File: config.mk
export PLATFORM = sky130hd
export DESIGN_NAME = irq_ctrl
export DESIGN_NICKNAME = d
export VERILOG_FILES = /design/src/rtl/irq_ctrl.sv
export SDC_FILE = /design/constraint.sdc
export NUM_CORES = 1
export LEC_CHECK = 0
export CAP_MARGIN = 40
export CELL_PAD_IN_SITES_DETAIL_PLACEMENT = 1
export CELL_PAD_IN_SITES_GLOBAL_PLACEMENT = 1
export CORE_UTILIZATION = 32
export CTS_CLUSTER_DIAMETER = 40
export DETAILED_ROUTE_END_ITERATION = 10
export PLACE_DENSITY = 0.88
export REMOVE_ABC_BUFFERS = 1
export SLEW_MARGIN = 20
export SYNTH_ARGS = -nofsm -noshare
export SYNTH_HDL_FRONTEND = slang
export SYNTH_SLANG_ARGS = --single-unit
File: constraint.sdc
create_clock -name clk -period 3.57 [get_ports clk]
set_input_delay 0.8925 -clock clk [delete_from_list [all_inputs] [get_ports clk]]
set_output_delay 0.8925 -clock clk [all_outputs]
set_load 0.02 [all_outputs]
File: src/rtl/irq_ctrl.sv
// Machine-mode interrupt controller: owns mstatus.MIE/MPIE, mie, mip, mtvec, mepc, mcause
// and raises trap requests through a req/ack handshake. `IRQ_VECTORED_EN enables vectored mtvec.
module irq_ctrl #(
  parameter logic [31:0] RESET_MTVEC = 32'h0000_0000,
  parameter int          SYNC_STAGES = 2
) (
  input  logic        clk,
  input  logic        rst_n,
  input  logic        csr_rd_en,
  input  logic        csr_wr_en,
  input  logic [11:0] csr_addr,
  input  logic [31:0] csr_wr_data,
  output logic [31:0] csr_rd_data,
  input  logic        mtip,
  input  logic        msip,
  input  logic        meip_async,
  input  logic [31:0] pc_in,
  output logic        trap_req,
  input  logic        trap_ack,
  output logic [31:0] trap_pc,
  input  logic        mret,
  output logic [31:0] mret_pc
);

  localparam logic [0:0] ST_IDLE = 1'b0;
  localparam logic [0:0] ST_REQ  = 1'b1;

  localparam logic [11:0] ADDR_MSTATUS = 12'h300;
  localparam logic [11:0] ADDR_MIE     = 12'h304;
  localparam logic [11:0] ADDR_MTVEC   = 12'h305;
  localparam logic [11:0] ADDR_MEPC    = 12'h341;
  localparam logic [11:0] ADDR_MCAUSE  = 12'h342;
  localparam logic [11:0] ADDR_MIP     = 12'h344;

  localparam logic [31:0] MIE_MASK = 32'h0000_0888;

  // Vectored builds keep only mode 0 or 1; anything else collapses to direct mode.
  function automatic logic [31:0] legal_mtvec(input logic [31:0] value);
`ifdef IRQ_VECTORED_EN
    return {value[31:2], 1'b0, (value[1:0] == 2'b01)};
`else
    return value & 32'hFFFF_FFFC;
`endif
  endfunction

  localparam logic [31:0] MTVEC_RST = legal_mtvec(RESET_MTVEC);

  logic [0:0]             state;
  logic [3:0]             cause_q;
  logic [SYNC_STAGES-1:0] meip_sync_q;
  logic                   meip_sync;
  logic                   status_mie;
  logic                   status_mpie;
  logic [31:0]            mie_q;
  logic [31:0]            mtvec_q;
  logic [31:0]            mepc_q;
  logic [31:0]            mcause_q;
  logic [31:0]            mip;
  logic [31:0]            pending;
  logic                   irq_valid;
  logic [3:0]             irq_cause;
  logic                   ack_fire;
  logic                   we_mstatus;
  logic                   we_mie;
  logic                   we_mtvec;
  logic                   we_mepc;
  logic                   we_mcause;
  logic [31:0]            trap_base;

  always_ff @(posedge clk) begin
    if (!rst_n) begin
      meip_sync_q <= '0;
    end else begin
      meip_sync_q <= {meip_sync_q[SYNC_STAGES-2:0], meip_async};
    end
  end

  assign meip_sync = meip_sync_q[SYNC_STAGES-1];
  assign mip       = {20'b0, meip_sync, 3'b0, mtip, 3'b0, msip, 3'b0};
  assign pending   = mip & mie_q & {32{status_mie}};

  // External wins over software, which wins over timer.
  always_comb begin
    irq_valid = 1'b0;
    irq_cause = 4'd0;
    if (pending[11]) begin
      irq_valid = 1'b1;
      irq_cause = 4'd11;
    end else if (pending[3]) begin
      irq_valid = 1'b1;
      irq_cause = 4'd3;
    end else if (pending[7]) begin
      irq_valid = 1'b1;
      irq_cause = 4'd7;
    end
  end

  assign ack_fire   = (state == ST_REQ) && trap_ack;
  assign we_mstatus = csr_wr_en && (csr_addr == ADDR_MSTATUS);
  assign we_mie     = csr_wr_en && (csr_addr == ADDR_MIE);
  assign we_mtvec   = csr_wr_en && (csr_addr == ADDR_MTVEC);
  assign we_mepc    = csr_wr_en && (csr_addr == ADDR_MEPC);
  assign we_mcause  = csr_wr_en && (csr_addr == ADDR_MCAUSE);

  // Once a request is raised it is held until acked, even if the source goes away.
  always_ff @(posedge clk) begin
    if (!rst_n) begin
      state   <= ST_IDLE;
      cause_q <= 4'd0;
    end else begin
      case (state)
        ST_IDLE: begin
          if (irq_valid) begin
            state   <= ST_REQ;
            cause_q <= irq_cause;
          end
        end
        ST_REQ: begin
          if (trap_ack) begin
            state <= ST_IDLE;
          end
        end
        default: state <= ST_IDLE;
      endcase
    end
  end

  assign trap_req = (state == ST_REQ);

  // Trap entry outranks mret, which outranks a software write to mstatus.
  always_ff @(posedge clk) begin
    if (!rst_n) begin
      status_mie  <= 1'b0;
      status_mpie <= 1'b0;
    end else if (ack_fire) begin
      status_mpie <= status_mie;
      status_mie  <= 1'b0;
    end else if (mret) begin
      status_mie  <= status_mpie;
      status_mpie <= 1'b1;
    end else if (we_mstatus) begin
      status_mie  <= csr_wr_data[3];
      status_mpie <= csr_wr_data[7];
    end
  end

  always_ff @(posedge clk) begin
    if (!rst_n) begin
      mie_q   <= 32'h0;
      mtvec_q <= MTVEC_RST;
    end else begin
      if (we_mie) begin
        mie_q <= csr_wr_data & MIE_MASK;
      end
      if (we_mtvec) begin
        mtvec_q <= legal_mtvec(csr_wr_data);
      end
    end
  end

  always_ff @(posedge clk) begin
    if (!rst_n) begin
      mepc_q   <= 32'h0;
      mcause_q <= 32'h0;
    end else if (ack_fire) begin
      mepc_q   <= pc_in & 32'hFFFF_FFFC;
      mcause_q <= {1'b1, 27'b0, cause_q};
    end else begin
      if (we_mepc) begin
        mepc_q <= csr_wr_data & 32'hFFFF_FFFC;
      end
      if (we_mcause) begin
        mcause_q <= csr_wr_data;
      end
    end
  end

  always_comb begin
    csr_rd_data = 32'h0;
    if (csr_rd_en) begin
      case (csr_addr)
        ADDR_MSTATUS: csr_rd_data = {24'b0, status_mpie, 3'b0, status_mie, 3'b0};
        ADDR_MIE:     csr_rd_data = mie_q;
        ADDR_MTVEC:   csr_rd_data = mtvec_q;
        ADDR_MEPC:    csr_rd_data = mepc_q;
        ADDR_MCAUSE:  csr_rd_data = mcause_q;
        ADDR_MIP:     csr_rd_data = mip;
        default:      csr_rd_data = 32'h0;
      endcase
    end
  end

  assign trap_base = {mtvec_q[31:2], 2'b00};

  always_comb begin
    trap_pc = trap_base;
`ifdef IRQ_VECTORED_EN
    if (mtvec_q[0]) begin
      trap_pc = trap_base + {26'b0, cause_q, 2'b00};
    end
`endif
  end

  assign mret_pc = mepc_q;

endmodule

* Word-level counts from Yosys, hierarchy flattened
Index checks and enable logic that the tools add are counted.
Storage, ports and cells: register bits 104, bits of input ports 85, output and inout bits 97, logic and storage cells 52
Cells by class: equal/unequal tests 6, mux-type cells 20, bitwise gates (word level) 4, reduce and logical (&&, ||, !) cells 12
Operator list (number):
- $pmux 32 s6 | 1
- $mux 32 | 5
- $eq 12x10->1 const B | 6
- $and 12x12->12 | 2
- $mux 1 | 10
- $logic_and 1x1->1 | 6
- $mux 3 | 2
- $reduce_bool 2->1 | 3
- $mux 4 | 1
- $reduce_bool 3->1 | 1
- $not 1->1 | 2
- $pmux 1 s2 | 1
- $reduce_and 2->1 | 1
- $reduce_or 2->1 | 1

* Depth between registers and ports, before layout
depth in word-level cells 7, depth in mapped cells 7, mapped depth without buffers 4

* Worst setup path before layout
OpenSTA, ideal clock, no wires.
kind input port to output port, start input port csr_addr[11], end output port csr_rd_data[10], arrival 2.577 ns, required time 2.678 ns, slack 0.100 ns, stages on the path 5, buffers on the path 1, cell sequence or4bb_1 -> nor4_4 -> buf_6 -> nand2_1 -> a31oi_1
On the way: longest elaborated chain between the ends 3, elaborated cells on any way between the ends 8, classes of those cells 6 x eq/ne; 2 x mux
Ends and longest elaborated chain:
- start: declaration | line 11 | input logic [11:0] csr_addr,
- $eq 12x10->1 | line 181 | case (csr_addr)
- $pmux 32 s6 (*) | line 181
- $mux 32 (*) | line 180 | if (csr_rd_en) begin
- end: declaration | line 13 | output logic [31:0] csr_rd_data,
Mark *: on every way between the ends. The rest lies on a longest branch, timed or not.

* Worst setup path in the final report
start input port csr_addr[10], end output port csr_rd_data[23]
The elaborated chain is that of the path after synthesis.

==> results.md <==
- Clk Tree Root Cell: clkbuf_16
- Fin crit share: a little under 100%
- Ant. Diodes: 0
- Detailed Route WL: between 20000 and 25000 µm
- Max cap viols: 0
- Clock transition at the registers of the reported paths: around 0.07 ns
- Core region area: ~15000 µm²
- Clock tree buffer depth: 2
- CP arrival: about 2.6 ns
- Synthesis-to-layout area growth: 49.2%
- Die Height: between 100 and 150 µm
- Leak: between 2 and 3 nW
- CTS buffer count: 9
- Seq/Total Area, Yosys: 40.8%
- Utilization after layout: between 40% and 50%
- Post-place setup slack: -0.726 ns
- Final instance area: 7550 µm²
- Number of flops mapped to enable cells by yosys: 0
- Die X: 128 µm
- Max FO, Critical Path: 7
- Cts hold-fix bufs: 0
- Port-buffer cells: about 180
- Worst Skew: ~0.0070 ns
- Minimum clock period: around 3.5 ns
- Vias in the first global route: between 5000 and 6000
- Syn_area_per_cell: between 7 and 8 µm²
- CP required: between 2 and 3 ns
- CTS tree: done
- Post-synth top flop: dfxtp_1
- Via-per-instance ratio: 5.45
- Unrepaired setup endpoints after global routing: yes
- Type of the worst min-delay path: reg -> reg
- First-pass DRT Iterations: 4
- Power Dens Cells: around 320 nW/µm²
- Core Rows: between 40 and 50
- Slew Viols, Final: 0
- Synth top area cells: dfxtp_1 (41%), nand2_1 (9.3%), mux2i_1 (7.5%), a21oi_1 (6.2%), nand3_1 (5.8%)
- Setup crit end kind: primary output
- Async S/R FF share, synth: 0%
- Final #Nets: ~900
- Initial antenna violation count: 0
- Initial DRC count: roughly 290
- CTS Sinks: roughly 100
- Worst vdd ir: approximately 0.00021 V
- Global Route Usage Sum: 25.0%
- Yosys cell types: 40
- Boundary pin count: 182
- H-tree levels: 3
- Worst-Skew Late Latency: between 0.3 and 0.4 ns
- GP Congestion: 0.817
- Post-DP HPWL: ~14000 µm
- Final Total Pwr: roughly 2.4 mW
- Mapped Area: about 5100 µm²
- WHS: 0.455 ns
- Synth Register Bits: 103
- Grt ovf: 0
- Achievable Freq: roughly 0.28 GHz
- Synth area leader: dfxtp_1
- Largest net degree at the start of global routing: between 40 and 50
- Initial Util: 33.0%
- Status: complete, no violations
- Share of post-route cells with drive strength above 1: between 10% and 20%
- Drc violations: 0
- Flop2flop setup slack: ~1.9 ns
- Detailed-route via count: between 5000 and 6000
- PnR worst setup slack: 0.0549 ns
- First-pass GRT wire length: between 30000 and 40000 µm
- Post-route ant nets: 0
- CP startpoint kind: input port
- Yosys top cell area share: ~40%
- Drt wl/cell: roughly 19 µm
- Endpoints failing setup: 0
- Final Hold Fails: 0
- Die area: about 16000 µm²
- Mapped Cells: ~650
- Syn. warnings: 0
- CP Class: in -> out
- DP Area: between 7000 and 8000 µm²
-- where the power goes --
group | switching [mW] | internal, mW | total, mW
combinational | 0.110 | 0.116 | 0.226
sequential | 0.00295 | 1.15 | 1.15
clock | 0.453 | 0.561 | 1.01
-- sequential cells by signal (all words and copies together), names as in the netlist --
name / cells
cause_q: 3
mcause_q: 32
meip_sync_q: 2
mie_q: 3
mret_pc: 30
mtvec_q: 30
status_mie: 1
status_mpie: 1
trap_req: 1
-- synthesized netlist by cell type (5+ instances only) --
cell      instances
inv_1             5
nand3_1          59
nand2_1         126
buf_2            11
nand4_1          34
a21oi_1          63
dfxtp_1         103
and2_1            6
o31ai_1          30
a31oi_1          36
nor2_1            6
o21ai_0          39
mux2i_1          38
clkbuf_1         48
-- worst max-delay path, cell delays in order --
cell	delay, ns
buf_6	0.09
or4bb_4	0.56
nor4_4	0.29
buf_6	0.21
buf_8	0.16
nand2_2	0.05
a31oi_1	0.19
buf_4	0.17
-- kinds of logic (layout without fill, tap and decap cells) --
| group | count (synthesis) | after routing | synth area share (%) |
|---|---|---|---|
| AND/OR/NAND/NOR | 256 | 256 | 25.1 |
| buffers and inverters | 73 | 249 | 6.28 |
| flip-flops | 103 | 103 | 40.8 |
| AO/OA/AOI/OAI | 175 | 175 | 20.3 |
| other | 1 | 4 | 0.0741 |
| multiplexers | 38 | 38 | 7.52 |
-- routing by layer --
metal  wire length (µm)  share of wire, %  up-vias  GRT usage [%]
met1               8630                43     2734           30.0
met2               9880                49      204           44.0
met4                325               1.6        0           7.75
met3               1250               6.2       29           5.97
li1                   -                 -     2684              -
met5                  0                 0        -              0
-- per-stage QoR --
step / setup TNS [ns] / std cells
finish: 0 / 1036
floorplan: -205.00 / 581
detailed placement: -20.52 / 1017
CTS: 0 / 1036
global route: -0.0129 / 1036
global placement: -19.75 / 1017
-- repair_timing --
action | CTS | global route
buffers inserted | 1 | 0
endpoints found under the setup margin | 32 | 29
pin swaps | 14 | 13
cloned | 2 | 0
gates resized for setup | 184 | 30
-- cell type report --
type                            instances  area (µm²)
Timing Repair Buffer                  228        2150
Tap cell                              211         264
Sequential cell                       103        2060
Multi-Input combinational cell        473        2750
Clock buffer                           10         239
Inverter                                5        18.8
Clock inverter                          6        58.8
Fill cell                            1849        7770
-- placed cells by master, fill, tap and decap left out, types with 9 or more instances in the layout --
| master | instances |
|---|---|
| nand2_1 | 123 |
| clkdlybuf4s50_1 | 130 |
| a21oi_1 | 63 |
| nand4_1 | 34 |
| mux2i_1 | 38 |
| o31ai_1 | 30 |
| nand3_1 | 59 |
| buf_4 | 65 |
| a31oi_1 | 35 |
| o21ai_0 | 39 |
| clkbuf_16 | 9 |
| dfxtp_1 | 103 |
-- path summary, 6_finish.rpt --
kind / start / endpoint / cells past startpoint
worst max register to register: trap_req$_SDFF_PN0_ / mret_pc[19]$_SDFFE_PN0P_ / 4
worst min-delay path: mcause_q[18]$_SDFFE_PP0P_ / mcause_q[18]$_SDFFE_PP0P_ / 2
worst min register to register: mcause_q[18]$_SDFFE_PP0P_ / mcause_q[18]$_SDFFE_PP0P_ / 2
worst max-delay path: csr_addr[10] / csr_rd_data[23] / 8
Note: power is estimated with default switching activity, not from simulation.
